**config.mk**
```make
export PLATFORM = sky130hd
export DESIGN_NAME = sprite_bitmap_store
export DESIGN_NICKNAME = d
export VERILOG_FILES = /design/src/rtl/sprite_bitmap_store.sv
export SDC_FILE = /design/constraint.sdc
export NUM_CORES = 1
export LEC_CHECK = 0
export ABC_CLOCK_PERIOD_IN_PS = 3200
export CELL_PAD_IN_SITES_DETAIL_PLACEMENT = 0
export CELL_PAD_IN_SITES_GLOBAL_PLACEMENT = 1
export CORE_UTILIZATION = 44
export DETAILED_ROUTE_END_ITERATION = 7
export PLACE_DENSITY = 0.71
export SLEW_MARGIN = 10
export SYNTH_ARGS = -nofsm -noshare
export SYNTH_HDL_FRONTEND = slang
export SYNTH_SLANG_ARGS = --single-unit
export TNS_END_PERCENT = 100
```
**constraint.sdc**
```tcl
create_clock -name clk -period 3.2 [get_ports clk]
set_input_delay 0.48 -clock clk [delete_from_list [all_inputs] [get_ports clk]]
set_output_delay 0.48 -clock clk [all_outputs]
set_load 0.03 [all_outputs]
```
**src/rtl/sprite_bitmap_store.sv**
```systemverilog
// Double-banked sprite bitmap store.
// The renderer reads the displayed bank through a 1-cycle synchronous read port.
// The load stream fills the hidden bank, and the banks swap only on a frame pulse.
//
// state   | meaning
// IDLE    | no load in progress, stream stalled
// LOAD    | accepting pixels into the hidden bank
// PENDING | hidden bank complete, waiting for frame to swap
module sprite_bitmap_store #(
  parameter int SPR_WIDTH  = 8,
  parameter int SPR_HEIGHT = 8,
  parameter int SPR_DATAW  = 3,
  localparam int SPR_ROM_DEPTH = SPR_WIDTH * SPR_HEIGHT,
  localparam int AW = (SPR_ROM_DEPTH > 1) ? $clog2(SPR_ROM_DEPTH) : 1
) (
  input  logic                 clk,
  input  logic                 rst,
  input  logic                 frame,
  input  logic [AW-1:0]        spr_rom_addr,
  output logic [SPR_DATAW-1:0] spr_rom_data,
  input  logic                 load_start,
  input  logic                 wr_valid,
  input  logic [SPR_DATAW-1:0] wr_data,
  output logic                 wr_ready,
  output logic                 load_busy,
  output logic                 load_done,
  output logic                 bank
);

  typedef enum logic [1:0] {
    IDLE    = 2'd0,
    LOAD    = 2'd1,
    PENDING = 2'd2
  } state_t;

  localparam logic [AW:0]   DEPTH_W   = (AW + 1)'(SPR_ROM_DEPTH);
  localparam logic [AW-1:0] LAST_ADDR = AW'(SPR_ROM_DEPTH - 1);

  logic [SPR_DATAW-1:0] mem_q [2][SPR_ROM_DEPTH];
  state_t               state_q;
  logic [AW-1:0]        wr_addr_q;
  logic                 bank_q;
  logic                 load_done_q;
  logic [SPR_DATAW-1:0] rd_data_q;
  logic [SPR_DATAW-1:0] rd_data_d;
  logic                 wr_fire;

  assign wr_ready  = (state_q == LOAD);
  assign load_busy = (state_q == LOAD) || (state_q == PENDING);
  assign wr_fire   = wr_valid && wr_ready && !rst;

  assign spr_rom_data = rd_data_q;
  assign load_done    = load_done_q;
  assign bank         = bank_q;

  // Read mux: addresses beyond the bitmap (non-power-of-two sizes) read as zero.
  always_comb begin
    rd_data_d = '0;
    if ({1'b0, spr_rom_addr} < DEPTH_W) begin
      rd_data_d = mem_q[bank_q][spr_rom_addr];
    end
  end

  // Registered read data, one cycle behind the address like a block ROM.
  always_ff @(posedge clk) begin
    if (rst) begin
      rd_data_q <= '0;
    end else begin
      rd_data_q <= rd_data_d;
    end
  end

  // Pixel writes always land in the hidden bank; storage itself is never cleared.
  always_ff @(posedge clk) begin
    if (wr_fire) begin
      mem_q[~bank_q][wr_addr_q] <= wr_data;
    end
  end

  // Load sequencer: write address, bank select and completion pulse.
  always_ff @(posedge clk) begin
    if (rst) begin
      state_q     <= IDLE;
      wr_addr_q   <= '0;
      bank_q      <= 1'b0;
      load_done_q <= 1'b0;
    end else begin
      load_done_q <= 1'b0;
      case (state_q)
        IDLE: begin
          if (load_start) begin
            state_q   <= LOAD;
            wr_addr_q <= '0;
          end
        end
        LOAD: begin
          // A restart overrides the counter even if a beat lands this cycle.
          if (load_start) begin
            wr_addr_q <= '0;
          end else if (wr_fire) begin
            if (wr_addr_q == LAST_ADDR) begin
              state_q <= PENDING;
            end else begin
              wr_addr_q <= wr_addr_q + 1'b1;
            end
          end
        end
        PENDING: begin
          // The swap takes precedence over a restart arriving in the same cycle.
          if (frame) begin
            bank_q      <= ~bank_q;
            load_done_q <= 1'b1;
            state_q     <= IDLE;
          end else if (load_start) begin
            state_q   <= LOAD;
            wr_addr_q <= '0;
          end
        end
        default: begin
          state_q <= IDLE;
        end
      endcase
    end
  end

endmodule

```
==> impl_metrics.ini <==
[run_status]
outcome = complete, no violations

[route]
firstDrtPassIters = 5
ant_nets = 0
avgRoutedWirePerCell_um = 23.0
drtIter0Drc = 875
via_per_inst = 5.73
drc = 0
vias = 8997
wirelength_um = 36100

[yosys]
ys_types = 55
syn_avg_cell_area_um2 = 15.8
ys_ff_latch = 398
yosysMostFrequentCell = edfxtp_1
synth-async-reset-ratio_pct = 0
synth_common_cells = edfxtp_1, nor2_1, mux2i_1, a22oi_1
yosys.area.top_type_share_pct = 70.3
synth-seq-area-share_pct = 72.0
yosys_warnings = 0
synthTopCellsByArea = edfxtp_1, mux2i_1, mux4_2, nor2_1, a22oi_1
synthFlopType = edfxtp_1
netlist_instances = 1039
synth_fp_nets = 1059
syn_area_um2 = 16400
synth.largest_area_cell = edfxtp_1
synth_edf_count = 384

[grt]
grt_max_degree = 67
grt-ovfl-total = 0
top_usage_layer = met2
grt_antenna_before_repair = 0
grt_util_all_layers_pct = 19.2
grtUsageMet2_pct = 30.4
use_met1_pct = 28.1
grt_pass1_vias = 8761
grt_util_met3_pct = 2.44
grt_pass1_wl_um = 54200

[clock_network]
cts.sinks = 398
cts_tree = done
htreeDepth = 2
cts_resized = 0
postCtsHoldBufs = 0
post-cts-setup-buffers = 0
path_clk_slew_ns = 0.06
cts_buffers = 40
ctsRootBufferMaster = clkbuf_16
clk_path_buf_depth = 3
clk_latency_ns = 0.53

[layout]
final_nets = 1092
area_growth_pct = 12.4
layout-drive-gt1-share_pct = 12.3
antenna_cells = 0

[critical_path]
timing.rr.start = wr_addr_q[3]
worstPathMaxFanout = 6
r2r_cells = 3
crit_type = flip-flop to output pin
crit_path_start_kind = flip-flop
reg2reg_to = mem_q[0][56]
required_ns = 2.72
worstPathArrival_ns = 2.03
end_kind = output pin
rrSetupSlack_ns = 0.80

[sta]
fmax_mhz = 399
setup_tns_ns = 0
hold_violations = 0
post-route-period-util_pct = 78.3
skew_ns = 0.0190
period_minus_slack_ns = 2.51
maxSlewViolCount = 0
worst_slew_pin_slew_ns = 0.910
finalWorstSetupSlack_ns = 0.694
grt_setup_unrepaired = no
max-slew-margin-rel_pct = 39.3
finalSetupViolCount = 0

[power_and_ir_drop]
ir_drop_mv = 0.350
p_leak_uw = 0.00596
powerDensity_nw_per_um2 = 593

[place]
io_buffers = 20
pre_cts_ws_ns = 0.521
gp_congestion = 0.822
hpwlAfterDp_um = 23100

[hold_path]
hp-start = wr_data[1]
hold_class = input pin to flip-flop
hold_path_depth = 1
min_to = mem_q[0][22]

[floorplanning]
core_um2 = 36600
pin_count = 21
fp.dieH_um = 195
rows = 70
dieArea_um2 = 38000
die_w_um = 195
initial_core_util_pct = 44.8

[flow_run]
maxCapViolations = 0
[cell usage in the layout, fill, tap and decap left out, drive strengths merged, types with 3 or more instances in the layout]
cell / synthesis / final
a211oi: 3 / 3
a21oi: 10 / 10
a221oi: 5 / 5
a22oi: 50 / 50
a311oi: 4 / 4
a31oi: 4 / 4
a41oi: 3 / 3
and3b: 3 / 3
buf: 35 / 39
bufinv: 0 / 4
clkbuf: 29 / 50
clkdlybuf4s50: 0 / 15
clkinv: 0 / 16
dfxtp: 14 / 14
edfxtp: 384 / 384
ha: 6 / 6
inv: 5 / 5
mux2i: 124 / 124
mux4: 30 / 30
nand2: 37 / 37
nand2b: 7 / 7
nand3: 36 / 36
nand3b: 8 / 8
nand4: 9 / 9
nor2: 148 / 148
nor2b: 14 / 14
nor3: 8 / 8
o211ai: 7 / 7
o21ai: 14 / 14
o221ai: 3 / 3
o22ai: 11 / 11
o31ai: 3 / 3
or2: 4 / 4
[sequential cells by signal, indices dropped and copies added (netlist names), named ones only]
name	flops
bank	1
load_done	1
mem_q	384
spr_rom_data	3
state_q	2
wr_addr_q	6
[cell type report]
class / count / area (um^2)
timing repair buffer: 55 / 529
clock buffer: 49 / 1060
fill: 3078 / 18200
tap: 468 / 586
clock inverter: 22 / 208
multi-input combinational: 572 / 4220
inverter: 5 / 18.8
sequential: 398 / 11800
[worst max-delay path, stage by stage, from the launching register on]
cell and delay, ns:
dfxtp_1 0.44, inv_1 0.12, ha_1 0.29, clkdlybuf4s50_1 0.67
[logic make-up after synthesis]
group                      count (synthesis)  share of synthesized area [%]
xor gates and xnor gates                   1                         0.0534
muxes                                    154                           11.7
DFF                                      398                           72.0
and+or+nand+nor                          285                           7.94
buffers and inverters                     69                           2.29
AOI/OAI and AO/OA                        126                           5.55
adders and majority gates                  6                          0.458
[metrics by stage]
step                total power [uW]  util (%)  hold slack, ns  cells  instance area (um^2)
floorplan                       6250         -           0.523   1039                 16400
global placement                6510      46.9           0.586   1498                 17200
detailed placement              6510      46.9           0.593   1498                 17200
CTS                            11000      50.3           0.516   1569                 18400
global route                   11200      50.3           0.546   1569                 18400
finish                         10900      50.3           0.519   1569                 18400
[how the worst max path moves through the flow]
stage                    start            end
floorplan           state_q[1]   mem_q[0][18]
global placement           rst   mem_q[1][87]
detailed placement         rst  mem_q[0][183]
CTS                 state_q[0]      load_busy
global route        state_q[0]      load_busy
finish              state_q[0]      load_busy
[power by group]
| group | internal (uW) | switching, uW | leakage, uW | total, uW |
|---|---|---|---|---|
| Combinational | 243 | 413 | 0.00178 | 656 |
| Sequential | 5720 | 20.8 | 0.00356 | 5740 |
| Clock | 2660 | 1860 | 0.000620 | 4530 |
| Total | 8630 | 2300 | 0.00596 | 10900 |
[routing by layer]
| layer | vias up | part of all wire [%] |
|---|---|---|
| met2 | 305 | 47 |
| met3 | 61 | 5.7 |
| met1 | 4515 | 45 |
| met5 | - | 0 |
| li1 | 4116 | - |
| met4 | 0 | 2.2 |
Note: power is estimated with default switching activity, not from simulation.
